<file path="config.mk">
export PLATFORM = sky130hd
export DESIGN_NAME = blk_9f311d
export DESIGN_NICKNAME = d
export VERILOG_FILES = /design/src/rtl/blk_9f311d_pkg.sv /design/src/rtl/blk_9f311d_ctrl_fifo.sv /design/src/rtl/blk_9f311d.sv
export SDC_FILE = /design/constraint.sdc
export NUM_CORES = 1
export LEC_CHECK = 0
export BUFFER_PORTS_ARGS = -buffer_cell sky130_fd_sc_hd__buf_2
export CORE_MARGIN = 2
export CORE_UTILIZATION = 45
export DETAILED_ROUTE_END_ITERATION = 12
export PLACE_DENSITY = 0.75
export SYNTH_ARGS = -nofsm -noshare
export SYNTH_HDL_FRONTEND = slang
export SYNTH_HIERARCHICAL = 1
export SYNTH_SLANG_ARGS = --single-unit
</file>
<file path="constraint.sdc">
create_clock -name clk -period 6.3 [get_ports clk]
set_clock_uncertainty 0.15 [all_clocks]
set_input_delay 1.26 -clock clk [delete_from_list [all_inputs] [get_ports clk]]
set_output_delay 1.26 -clock clk [all_outputs]
set_load 0.01 [all_outputs]
</file>
<file path="src/rtl/blk_9f311d_pkg.sv">
// Shared types and helpers for the m_axi read-data tracker.
// Optional build macro: M_AXI_RDATA_TRACKER_OUTREG_EN (registered user output).
package blk_9f311d_pkg;

    typedef struct packed {
        logic       info;
        logic [7:0] len;
    } ctrl_t;

    localparam int CTRL_W = $bits(ctrl_t);

    localparam logic [1:0] RRESP_OKAY   = 2'd0;
    localparam logic [1:0] RRESP_EXOKAY = 2'd1;
    localparam logic [1:0] RRESP_SLVERR = 2'd2;
    localparam logic [1:0] RRESP_DECERR = 2'd3;

    localparam int ERR_RLAST = 0;
    localparam int ERR_RESP  = 1;

    function automatic int log2(input int v);
        int r;
        r = 0;
        for (int i = 0; i < 31; i++) begin
            if ((1 << i) < v) r = i + 1;
        end
        return r;
    endfunction

endpackage

</file>
<file path="src/rtl/blk_9f311d_ctrl_fifo.sv">
// Per-burst control FIFO: no fall-through, registered not-full flag.
// A push into a full FIFO is refused even when a pop happens the same cycle.
module input_loader_r1_ln_iembed_fp32_input_mmap_m_axi_rdata_ctrl_fifo
    import blk_9f311d_pkg::*;
#(
    parameter int DEPTH = 16,
    parameter int WIDTH = CTRL_W
) (
    input  logic                   clk,
    input  logic                   reset,
    input  logic                   push,
    input  logic [WIDTH-1:0]       wdata,
    output logic                   full_n,
    input  logic                   pop,
    output logic [WIDTH-1:0]       rdata,
    output logic                   empty,
    output logic [log2(DEPTH):0]   count
);

    localparam int AW = log2(DEPTH);
    localparam int CW = AW + 1;
    localparam logic [CW-1:0] FULL_CNT = CW'(DEPTH);

    logic [WIDTH-1:0] mem [DEPTH];
    logic [AW-1:0]    wr_ptr;
    logic [AW-1:0]    rd_ptr;
    logic [CW-1:0]    count_next;
    logic             push_ok;
    logic             pop_ok;

    assign empty   = (count == '0);
    assign push_ok = push & full_n;
    assign pop_ok  = pop & ~empty;
    assign rdata   = mem[rd_ptr];

    always_comb begin
        count_next = count;
        unique case ({push_ok, pop_ok})
            2'b10:   count_next = count + 1'b1;
            2'b01:   count_next = count - 1'b1;
            default: count_next = count;
        endcase
    end

    always_ff @(posedge clk or negedge reset) begin
        if (!reset) begin
            wr_ptr <= '0;
            rd_ptr <= '0;
            count  <= '0;
            full_n <= 1'b1;
        end else begin
            if (push_ok) wr_ptr <= wr_ptr + 1'b1;
            if (pop_ok)  rd_ptr <= rd_ptr + 1'b1;
            count  <= count_next;
            full_n <= (count_next < FULL_CNT);
        end
    end

    always_ff @(posedge clk) begin
        if (push_ok) mem[wr_ptr] <= wdata;
    end

endmodule

</file>
<file path="src/rtl/blk_9f311d.sv">
// Aligns AXI R beats with per-burst control entries, marks request-last, flags errors.
// M_AXI_RDATA_TRACKER_OUTREG_EN: user side driven from a 2-entry skid slice.
module blk_9f311d
    import blk_9f311d_pkg::*;
#(
    parameter int DATA_WIDTH      = 32,
    parameter int NUM_OUTSTANDING = 16
) (
    input  logic                           clk,
    input  logic                           reset,
    input  logic                           in_CTRL_INFO,
    input  logic [7:0]                     in_CTRL_LEN,
    input  logic                           in_CTRL_VALID,
    output logic                           out_CTRL_READY,
    input  logic [DATA_WIDTH-1:0]          in_RDATA,
    input  logic                           in_RLAST,
    input  logic [1:0]                     in_RRESP,
    input  logic                           in_RVALID,
    output logic                           out_RREADY,
    output logic [DATA_WIDTH-1:0]          out_DATA,
    output logic                           out_LAST,
    output logic                           out_VALID,
    input  logic                           in_READY,
    output logic [log2(NUM_OUTSTANDING):0] out_OUTSTANDING,
    output logic [1:0]                     out_ERR
);

    ctrl_t      wr_entry;
    ctrl_t      head;
    logic       empty;
    logic       rready;
    logic       fire;
    logic       head_last;
    logic       resp_err;
    logic [7:0] beat_cnt;
    logic [1:0] err;

    assign wr_entry = '{info: in_CTRL_INFO, len: in_CTRL_LEN};

    input_loader_r1_ln_iembed_fp32_input_mmap_m_axi_rdata_ctrl_fifo #(
        .DEPTH (NUM_OUTSTANDING),
        .WIDTH (CTRL_W)
    ) u_ctrl_fifo (
        .clk    (clk),
        .reset  (reset),
        .push   (in_CTRL_VALID),
        .wdata  (wr_entry),
        .full_n (out_CTRL_READY),
        .pop    (fire & head_last),
        .rdata  (head),
        .empty  (empty),
        .count  (out_OUTSTANDING)
    );

    assign head_last = (beat_cnt == head.len);
    assign fire      = in_RVALID & rready;
    assign resp_err  = (in_RRESP == RRESP_SLVERR) | (in_RRESP == RRESP_DECERR);
    assign out_RREADY = rready;
    assign out_ERR    = err;

    // The beat counter, not RLAST, decides where a burst ends.
    always_ff @(posedge clk or negedge reset) begin
        if (!reset) begin
            beat_cnt <= '0;
            err      <= '0;
        end else if (fire) begin
            beat_cnt <= head_last ? 8'd0 : beat_cnt + 8'd1;
            if (in_RLAST != head_last) err[ERR_RLAST] <= 1'b1;
            if (resp_err)              err[ERR_RESP]  <= 1'b1;
        end
    end

`ifdef M_AXI_RDATA_TRACKER_OUTREG_EN
    logic [DATA_WIDTH:0] slot [2];
    logic                s_wp;
    logic                s_rp;
    logic [1:0]          s_cnt;
    logic                s_pop;

    assign rready    = ~empty & (s_cnt != 2'd2);
    assign out_VALID = (s_cnt != 2'd0);
    assign s_pop     = out_VALID & in_READY;
    assign out_DATA  = slot[s_rp][DATA_WIDTH-1:0];
    assign out_LAST  = slot[s_rp][DATA_WIDTH];

    always_ff @(posedge clk or negedge reset) begin
        if (!reset) begin
            s_wp  <= 1'b0;
            s_rp  <= 1'b0;
            s_cnt <= 2'd0;
        end else begin
            if (fire)  s_wp <= ~s_wp;
            if (s_pop) s_rp <= ~s_rp;
            unique case ({fire, s_pop})
                2'b10:   s_cnt <= s_cnt + 2'd1;
                2'b01:   s_cnt <= s_cnt - 2'd1;
                default: s_cnt <= s_cnt;
            endcase
        end
    end

    always_ff @(posedge clk) begin
        if (fire) slot[s_wp] <= {head.info & head_last, in_RDATA};
    end
`else
    assign rready    = in_READY & ~empty;
    assign out_VALID = in_RVALID & ~empty;
    assign out_DATA  = in_RDATA;
    assign out_LAST  = head.info & head_last & ~empty;
`endif

endmodule

</file>
# Word-level counts from Yosys, hierarchy flattened
# Memories as Yosys holds them, arrays and structs flattened.
# Cells that the tools add are included.
dict set report totals {
  ramBits 144
  out_inout_bits 43
  in_bits 49
  elab_cells 37
  n_memories 1
  reg_bits 24
}
dict set report op_classes {
  bitwise_logic 10
  n_addsub 5
  n_reduce_logical 3
  n_lt_le_gt_ge 1
  eq_ne 6
  n_mux 4
}
# name depth width rd rd_ports_with_merged_regs wr line
set mem_list {}
lappend mem_list {u_ctrl_fifo.mem 16 9 1 0 1 blk_9f311d_ctrl_fifo.sv:24} ;# logic [WIDTH-1:0] mem [DEPTH];
# cell count
set op_table {}
lappend op_table {{5-bit case mux with 2 select lines} 1}
lappend op_table {{4-bit by 1-bit adder with 4-bit output (second input constant)} 2}
lappend op_table {{8-bit by 1-bit adder with 8-bit output (second input constant)} 1}
lappend op_table {{1-bit AND} 8}
lappend op_table {{8-bit == test} 1}
lappend op_table {{8-bit 2-to-1 mux} 1}
lappend op_table {{2-bit == test (second input constant)} 3}
lappend op_table {{5-bit by 1-bit adder with 5-bit output (second input constant)} 1}
lappend op_table {{5-bit logical NOT} 1}
lappend op_table {{5-bit less-than comparator (second input constant)} 1}
lappend op_table {{5-bit by 1-bit subtractor with 5-bit output (second input constant)} 1}
lappend op_table {{2-bit AND reduction} 2}
lappend op_table {{2-bit by 1-bit == test with 1-bit output (second input constant)} 1}
lappend op_table {{1-bit 2-to-1 mux} 2}
lappend op_table {{1-bit inequality test} 1}
lappend op_table {{1-bit inverter} 1}
lappend op_table {{1-bit bitwise OR} 1}

# Depth between registers and ports, before layout
# Gate-level depths: netlist of run 1.
dict set report depth {
  ltp_word 9
  ltp_mapped 20
  ltp_nobuf 17
}

# Modules after synthesis
# Netlist of run 1, hierarchy kept.
# module cells_each n_inst seq_area_each_um2 area_each_um2
set by_module_without_submodules {}
lappend by_module_without_submodules {input_loader_r1_ln_iembed_fp32_input_mmap_m_axi_rdata_ctrl_fifo 354 1 4675.7 6387.4}
lappend by_module_without_submodules {blk_9f311d 105 1 250.2 892.1}

# Worst setup path before layout of run 1
# Ideal clock, no wire load.
dict set report synth_path {
  path_kind {flip-flop to flip-flop}
  start {reg u_ctrl_fifo.rd_ptr[0]}
  end {reg (tool-made name)}
  required_time_ps 6023
  slack_ps 2021
  path_stages_with_launch 19
  setup_ps 127
  t_arrival_ps 4002
  path_cell_list {dfrtp_1 > buf_4 > buf_2 > mux4_2 > a22oi_1 > nand2_1 > xnor2_1 > nand4_2 > nor3_1 > nor2b_1 > buf_6 > ha_1 > inv_1 > fa_1 > nor2b_1 > o21ai_0 > nand3_1 > or3b_2 > xnor2_1}
}
# element line
set synth_rtl {}
lappend synth_rtl {{start, declared} blk_9f311d_ctrl_fifo.sv:26} ;# logic [AW-1:0] rd_ptr;
lappend synth_rtl {{start signal, assigned} blk_9f311d_ctrl_fifo.sv:53} ;# if (pop_ok) rd_ptr <= rd_ptr + 1'b1;

==> results of run 1 <==
-- layout by cell type, fill, tap and decap left out, types with 3 or more instances in the layout --
master	n
nand3_1	5
clkinv_1	3
mux2_2	10
nor3_1	5
a22oi_1	9
dfrtp_1	22
clkinv_2	5
xor2_1	4
o211ai_1	3
xnor2_1	15
a221oi_1	9
mux2i_1	30
ha_1	10
edfxtp_1	144
and2_1	14
o21ai_1	3
o21ai_0	25
a21oi_1	12
mux4_2	18
clkbuf_16	17
nor2_1	3
clkbuf_1	3
nand2_1	28
inv_1	7
nor2b_1	7
buf_2	26
bufinv_16	4
and3_1	5
-- flip-flops by register name, summed over array words and instances (netlist names), named ones only --
signal	count
beat_cnt	8
out_ERR	2
u_ctrl_fifo/count	4
u_ctrl_fifo/full_n	1
u_ctrl_fifo/mem	144
u_ctrl_fifo/rd_ptr	4
u_ctrl_fifo/wr_ptr	4
-- per-layer routing --
metal | global-route usage, % | routed length [um]
met5 | 0 | 0
met4 | 7.19 | 316
met3 | 5.36 | 1070
met2 | 27.2 | 6860
met1 | 22.3 | 5780
-- cell families (layout without fill, tap and decap cells) --
family	Yosys count	count (layout)	share of synthesized area, %
adder cells (fa/ha/maj)	11	11	1.99
XOR/XNOR	19	19	2.29
AND/OR/NAND/NOR	80	80	6.07
flip-flops	168	168	67.7
AO/OA/AOI/OAI	66	66	5.60
multiplexers	59	59	11.4
buffers and inverters	56	68	4.93
-- power breakdown --
part / internal (mW) / leakage [nW] / switching (mW)
Sequential: 1.34 / 1.57 / 0.0833
Combinational: 0.257 / 0.903 / 0.326
Clock: 0.654 / 0.294 / 0.393
Total: 2.25 / 2.76 / 0.802
-- worst max-delay path, stage by stage, from the launching register on --
cell     delay (ps)
dfrtp_1         590
nor2b_1         680
buf_4           310
a21oi_1         100
a22oi_1         150
nand2_1         120
xnor2_1         200
nand4_2         270
nor3_1          250
nor2b_1         450
ha_1            340
inv_1           110
fa_1            410
nor2b_1         110
o21ai_0         100
nand3_1         100
or3b_2          500
xnor2_1         150
-- path summary, 6_finish.rpt --
kind / startpoint / to / slack [ps] / depth (start not counted)
worst min-delay path: out_ERR[0] / out_ERR[0] / 320 / 2
min in group asynchronous: reset / out_ERR[0] / 660 / 1
worst max register to register: u_ctrl_fifo/rd_ptr[2] / register / 1080 / 17
max in group asynchronous: reset / u_ctrl_fifo/rd_ptr[0] / 4940 / 1
worst max-delay path: u_ctrl_fifo/rd_ptr[2] / register / 1080 / 17
worst min register to register: out_ERR[0] / out_ERR[0] / 320 / 2
-- layout make-up --
cell class,count,area [sq um]
timing repair buffer,29,165
clock buffer,20,437
fill,1287,7850
clock inverter,12,156
inverter,7,26.3
tap,216,270
multi-input combinational,235,1990
sequential,168,4930
==> flow_summary.toml, run 1 <==
[layout]
core_utilization_of_the_finished_layout_pct = 50.4
finalInstanceArea_sq_um = 7980
area_added_between_synthesis_and_finish_pct = 9.57
fin_nets = 518
antenna_cells_inserted = 0
finish.cell_count_without_fillers = 687
post_route_cells_drive_above_1_share_pct = 19.7

[yosys]
synth_area_leader_cell = "edfxtp_1"
syn-num-nets = 519
synth.yosys.seq_area_share_pct = 67.7
most_area_consuming_cells_after_synthesis = "edfxtp_1, dfrtp_1, mux4_2"
synth_top_flop_cell = "edfxtp_1"
synth_seq_cells = 168
synthesized_area_sq_um = 7280
async_reset_ff_share_pct = 14.3
synthesis.instances = 459
synth.distinct_cells = 44
synth_most_common_cell = "edfxtp_1"
number_of_synthesized_flops_with_an_enable_pin = 144
yosys_warnings = 6
synth.top_cell.area_share_pct = 59.4
synthTopCellsByCount = "edfxtp_1, buf_4, mux2i_1"
synth.avg_cell_area_sq_um = 15.9

[placement]
gpl.final_weighted_congestion = 0.772
dp_hpwl_um = 8960
dp_cells = 655
placement.cell_area_sq_um = 7380
io_buffers = 26
place_ws_ps = 1160

[power_and_ir_drop]
total_power_mw = 3.05
ir_drop_uv = 312
pleak_nw = 2.76
powerDensity_nw_per_um2 = 382

[floorplan]
chipHeight_um = 131
die_width_um = 131
floorplan.initialDensity_pct = 46.0
design.die.area_sq_um = 17200
placeableCoreArea_sq_um = 15800
core.rowCount = 46
io_pins = 92

[worst_setup_path]
timing.critical_path.required_ps = 6470
path_max_fanout = 13
timing.critical_path.to_type = "register"
critPathKind = "reg2reg"
worst_ep_arrival_time_ps = 5390
crit_path_start_kind = "register"

[timing]
report.final.hold_viol_count = 0
rsz_0062_raised_after_global_routing = "no"
drv_slew = 0
worst_slew_pin_slew_ps = 765
finalCriticalPeriod_ps = 5220
final.hold.worst_slack_ps = 315
worst_slack_ps = 1080
timing.final.crit_share_pct = 82.9
maxClockFrequency_mhz = 192
setup_violations = 0
setup_total_negative_slack_ps = 0
max-slew-margin-rel_pct = 48.9

[global_routing]
grt_pass1_wl_um = 21900
grt_start_max_net_pins = 58
antenna_found_initial = 0
grtUsageTotal_pct = 17.2
grt_pass1_vias = 3878
global_route.overflow_total = 0

[clocking]
cts-root-buf = "clkbuf_16"
cts_hold_buf = 0
numCtsBuffers = 17
clockBufferDepth = 2
post-cts-setup-buffers = 0
clock_insertion_delay_worst_skew_ps = 430
worst_setup_hold_path_clk_slew_ps = 60
tritoncts_clock_tree = "done"
htree_num_levels = 4
cts.sinks = 168
post_cts_resized = 0

[worst_hold_path]
hold_class = "reg2reg"

[detailed_routing]
via_count = 3879
detailedRoute.firstPassIterationCount = 5
detail-route-antenna-nets = 0
dr.first_iter.drc_count = 282
avgRoutedWirePerCell_um = 20.4
drc_errors = 0
avgViaCountPerCell = 5.65
finalWirelength_um = 14000

[run_status]
status = "completed"

[flow_run]
max_cap_viol_count = 0
No activity file was read; power rests on OpenSTA's default activity.
==> run 2: changes to the inputs <==
Clock period 6.3 ns to 5.1 ns, I/O delays scaled along.
==> run 2 against run 1 <==
Total power rose by 23%. Cell count is 0.29% higher. First-iteration DRC count decreased by 0.35%. Sequential share of layout area fell by 0.24 points. Sequential power rose by 23%. Count of clock-buffer cells in the layout down 3. Clock power grew 21%. Non-clock buffer count rose by 2. Die area unchanged. Largest power group unchanged. Highest routed layer unchanged.
==> flow_summary.toml, run 2 (synthesized netlist as in run 1, its figures left out) <==
[worst_hold_path]
hold_class = "reg2reg"
hold-path-cell-count = 1

[power_and_ir_drop]
ir_drop_uv = 246
pleak_nw = 2.77
powerDensity_nw_per_um2 = 468

[placement]
place_ws_ps = 456
io_buffers = 26
gpl.final_weighted_congestion = 0.821
dp_hpwl_um = 8940
dp_cells = 657

[floorplan]
core.rowCount = 46
placeableCoreArea_sq_um = 15800
io_pins = 92
floorplan.initialDensity_pct = 46.0
die_width_um = 131
chipHeight_um = 131
design.die.area_sq_um = 17200

[worst_setup_path]
critPathKind = "reg2reg"
worst_ep_arrival_time_ps = 4830
r2r.worst_path.cells = 17
timing.critical_path.required_ps = 5250
critical_path.startpoint = "u_ctrl_fifo/rd_ptr[2]"
rr_startpoint = "u_ctrl_fifo/rd_ptr[2]"
timing.critical_path.to_type = "register"
crit_path_start_kind = "register"
path_max_fanout = 18
reg2reg_setup_slack_ps = 430

[layout]
fin_nets = 520
finish.cell_count_without_fillers = 689
antenna_cells_inserted = 0
area_of_the_multi_input_gates_sq_um = 2000
core_utilization_of_the_finished_layout_pct = 50.6
reg_top3 = "u_ctrl_fifo/mem: 144 flops, beat_cnt: 8 flops"
layout.cells.most_common = "edfxtp_1"
area_added_between_synthesis_and_finish_pct = 10.0
layout_common_cells = "edfxtp_1, mux2i_1, nand2_1, buf_2, o21ai_0"
largest_register_ffs = 144
max_flop_register = "u_ctrl_fifo/mem"
nFillCells = 1268
post_route_cells_drive_above_1_share_pct = 21.6
area.sequential_sq_um = 4930

[timing]
maxClockFrequency_mhz = 214
max-slew-margin-rel_pct = 51.8
report.final.hold_viol_count = 0
setup_total_negative_slack_ps = 0
timing.final.crit_share_pct = 91.6
finalCriticalPeriod_ps = 4670
worst_slew_pin_slew_ps = 723
drv_slew = 0
worst_slack_ps = 429
setup_violations = 0
rsz_0062_raised_after_global_routing = "no"
final.hold.worst_slack_ps = 304

[detailed_routing]
finalWirelength_um = 13800
drc_errors = 0
dr.first_iter.drc_count = 281
avgViaCountPerCell = 5.50
detail-route-antenna-nets = 0
detailedRoute.firstPassIterationCount = 5
avgRoutedWirePerCell_um = 20.1
via_count = 3787

[clocking]
htree_num_levels = 4
cts_hold_buf = 0
worst_setup_hold_path_clk_slew_ps = 60
tritoncts_clock_tree = "done"
clockBufferDepth = 2
numCtsBuffers = 17
cts-root-buf = "clkbuf_16"
cts.sinks = 168
clock_insertion_delay_worst_skew_ps = 420

[global_routing]
grt_start_max_net_pins = 37
grt_pass1_wl_um = 21600
grtUsageTotal_pct = 16.7
antenna_found_initial = 0
grt_pass1_vias = 3860
global_route.overflow_total = 0

[flow_run]
max_cap_viol_count = 0

[run_status]
status = "completed"
## run 2: per-stage QoR
stage	power (mW)	instance area (sq um)
CTS	3.77	8000
floorplan	2.31	7280
global placement	2.47	7410
detailed placement	2.51	7410
global route	3.91	8010
finish	3.75	8010
## run 2: how the worst min path moves through the flow
stage / slack, ps / start / to
6_report: 300 / out_ERR[1] / out_ERR[1]
5_1_grt: 330 / out_ERR[1] / out_ERR[1]
4_1_cts: 310 / out_ERR[1] / out_ERR[1]
3_5_place_dp: 290 / out_ERR[1] / out_ERR[1]
3_3_place_gp: 280 / out_ERR[1] / out_ERR[1]
2_1_floorplan: 330 / u_ctrl_fifo/wr_ptr[2] / u_ctrl_fifo/wr_ptr[2]
## run 2: power by group
group | internal, mW | switching [mW]
sequential | 1.65 | 0.105
combinational | 0.327 | 0.398
clock | 0.732 | 0.535
total | 2.71 | 1.04
## run 2: metal layers
metal | track usage, % | up-vias | routed length, um
li1 | - | 1726 | -
met1 | 22.3 | 1897 | 5930
met2 | 26.4 | 134 | 6670
met3 | 4.05 | 30 | 983
met4 | 6.94 | 0 | 235
met5 | 0 | - | 0
## run 2: area by class of cell
cell class                 instances  area share, %
clock buffer                      17           5.31
inverter                           7          0.328
timing repair buffer              31           2.41
sequential                       168           61.5
multi-input combinational        235           25.0
tap                              216           3.37
clock inverter                    15           2.05
## run 2: repair_timing
item	4_1_cts	5_1_grt
endpoints found under the setup margin	0	2
setup buffers	0	0
resized for setup	0	2
## run 2: worst max-delay path: stages, from the launching register on
cell      delay, ps
dfrtp_1         540
nor2b_1         220
buf_4           210
a221oi_1        490
o21ai_0         170
nand2_1         120
xnor2_1         130
nand4_2         260
nor3_1          270
nor2b_1         260
ha_1            280
inv_1           100
fa_1            400
nor2b_1         110
o21ai_0         100
nand3_1          90
or3b_2          490
xnor2_1         140
==> run 3: changes to the inputs <==
Settings changed: ABC_CLOCK_PERIOD_IN_PS set to 4450, SETUP_SLACK_MARGIN set to 0.15.
Clock period 5.1 ns to 4.45 ns, I/O delays scaled along.
==> run 3 against run 2 <==
Cell count is 1.5% higher. Via count up 3.0%. Combinational power is 27% higher. Total power is 15% higher. Sequential share of layout area down 1.2 points. Non-clock buffer count grew 10. Utilization is 1.0 points higher. First-iteration DRC count shrank 19%. Critical path depth rose by 1. Register-to-register slack got worse by 70 ps. Worst hold slack better by 1.4 ps. Worst setup slack worse by 73 ps. Critical path type unchanged. Largest cell class unchanged.
==> flow_summary.toml, run 3 (synthesized netlist as in run 1, its figures left out) <==
[layout]
post_route_cells_drive_above_1_share_pct = 23.8
largest_register_ffs = 144
reg_top3 = "u_ctrl_fifo/mem: 144 flops, beat_cnt: 8 flops"
fin_nets = 530
finish.cell_count_without_fillers = 699
max_flop_register = "u_ctrl_fifo/mem"
area_added_between_synthesis_and_finish_pct = 12.2
layout_common_cells = "edfxtp_1, mux2i_1, nand2_1, buf_2"
nFillCells = 1250
antenna_cells_inserted = 0
layout.cells.most_common = "edfxtp_1"
area_of_the_multi_input_gates_sq_um = 2070
area.sequential_sq_um = 4930

[detailed_routing]
via_count = 3899
dr.first_iter.drc_count = 228
detail-route-antenna-nets = 0
finalWirelength_um = 14400
drc_errors = 0
avgViaCountPerCell = 5.58
detailedRoute.firstPassIterationCount = 5
avgRoutedWirePerCell_um = 20.6

[worst_setup_path]
worstPathCellList = "buf_4 > buf_16 > mux2i_1 > a221oi_1 > o21ai_0 > nand2_1 > xnor2_1 > nand4_2 > nor3_2 > nor2b_4 > ha_4 > inv_1 > fa_1 > nor2b_1 > o21ai_0 > nand3_1 > or3b_4 > xnor2_1"
rr_startpoint = "u_ctrl_fifo/rd_ptr[0]"
timing.critical_path.to_type = "register"
crit_path_start_kind = "register"
critPathKind = "reg2reg"
timing.critical_path.buf_inv = 3
worst_ep_arrival_time_ps = 4260
worst_path_largest_cell_delay_ps = 480
timing.critical_path.required_ps = 4610
critical_path.startpoint = "u_ctrl_fifo/rd_ptr[0]"
path_max_fanout = 11
slowest_stage = "dfrtp_2"
critPathTopFamily = "simple AND/OR/NAND/NOR gates"

[flow_run]
max_cap_viol_count = 0

[power_and_ir_drop]
intPower_mw = 3.14
power_switching_share_pct = 27.2
power.share.combinational_pct = 21.4
power.net_switching_mw = 1.17
total_power_mw = 4.32
powerDensity_nw_per_um2 = 528
ir_drop_uv = 374
pleak_nw = 2.84
seq_power_share_pct = 46.6
clkPwrFrac_pct = 32.0

[floorplan]
die_width_um = 131
io_pins = 92
placeableCoreArea_sq_um = 15800
design.die.area_sq_um = 17200
chipHeight_um = 131
core.rowCount = 46
floorplan.initialDensity_pct = 46.0

[timing]
setup_violations = 0
setup_total_negative_slack_ps = 0
rsz_0062_raised_after_global_routing = "no"
maxClockFrequency_mhz = 244
drv_slew = 0
finalCriticalPeriod_ps = 4090
report.final.hold_viol_count = 0
max-slew-margin-rel_pct = 48.1
worst_slew_pin_slew_ps = 778
timing.final.crit_share_pct = 92.0
worst_slack_ps = 356

[global_routing]
grt_pass1_vias = 3890
grt.busiest_layer = "met2"
grt_pass1_wl_um = 22300
antenna_found_initial = 0
grtUsageTotal_pct = 17.4
global_route.overflow_total = 0
grt.met3_usage_pct = 4.59
gr-usage-met2_pct = 26.9
groute.layer.met1.usage_pct = 23.2
grt_start_max_net_pins = 25

[clocking]
cts.sinks = 168
clock_insertion_delay_worst_skew_ps = 430
numCtsBuffers = 17
worst_setup_hold_path_clk_slew_ps = 60
clockBufferDepth = 2
cts-root-buf = "clkbuf_16"
cts_hold_buf = 0
htree_num_levels = 4
tritoncts_clock_tree = "done"

[placement]
dp_cells = 663
place_ws_ps = 76.8
gpl.final_weighted_congestion = 0.796
io_buffers = 26
dp_hpwl_um = 9100

[worst_hold_path]
hold_class = "in2async"

[run_status]
status = "completed"
run 3: changes by cell type in the layout (fill, tap and decap cells not counted), moves of 3 or more:
cell and delta:
a221oi_1 -5, a221oi_2 +5, buf_4 +7, clkbuf_1 +5, inv_6 -6, o21ai_0 -3, o21ai_1 +3
run 3: area by class of cell:
cell class                 instances  share of cell area, %
clock buffer                      22                   5.44
sequential                       168                   60.3
tap                              216                   3.31
timing repair buffer              41                   3.98
inverter                           7                  0.322
clock inverter                    10                   1.26
multi-input combinational        235                   25.4
run 3: timing repair:
item                                    in CTS  in global routing
endpoints found under the hold margin        0                  0
resized for setup                            4                 15
endpoints found under the setup margin       2                  2
pin swaps                                    0                  2
gates cloned                                 2                  0
setup buffers                                0                  2
run 3: metrics by stage:
stage	instance area (sq um)	hold slack, ps	util [%]
detailed placement	7470	295	47.2
floorplan	7280	332	-
CTS	8100	305	51.2
finish	8170	305	51.6
global placement	7470	284	47.2
global route	8170	333	51.6
run 3: worst paths after layout:
kind / endpoint / slack, ps / depth (start not counted)
setup / recovery: register / 360 / 18
hold / removal: beat_cnt[5] / 310 / 1
setup reg to reg: register / 360 / 18
hold reg to reg: out_ERR[1] / 310 / 1
max in group asynchronous: u_ctrl_fifo/rd_ptr[0] / 3430 / 1
min in group clk: out_ERR[1] / 310 / 1
run 3: power groups by stage:
stage                     combinational [mW]  sequential (mW)  clock (mW)
after floorplan                        0.632             2.02           0
after global placement                 0.812             2.03           0
after detailed placement               0.847             2.04           0
after CTS                              0.911             2.01        1.40
after global routing                   0.999             2.03        1.47
final                                  0.922             2.01        1.38
run 3: per-layer routing:
metal / vias to the layer above / wire length (um)
met2: 120 / 7020
met3: 40 / 849
li1: 1750 / -
met1: 1989 / 6080
met5: - / 0
met4: 0 / 434
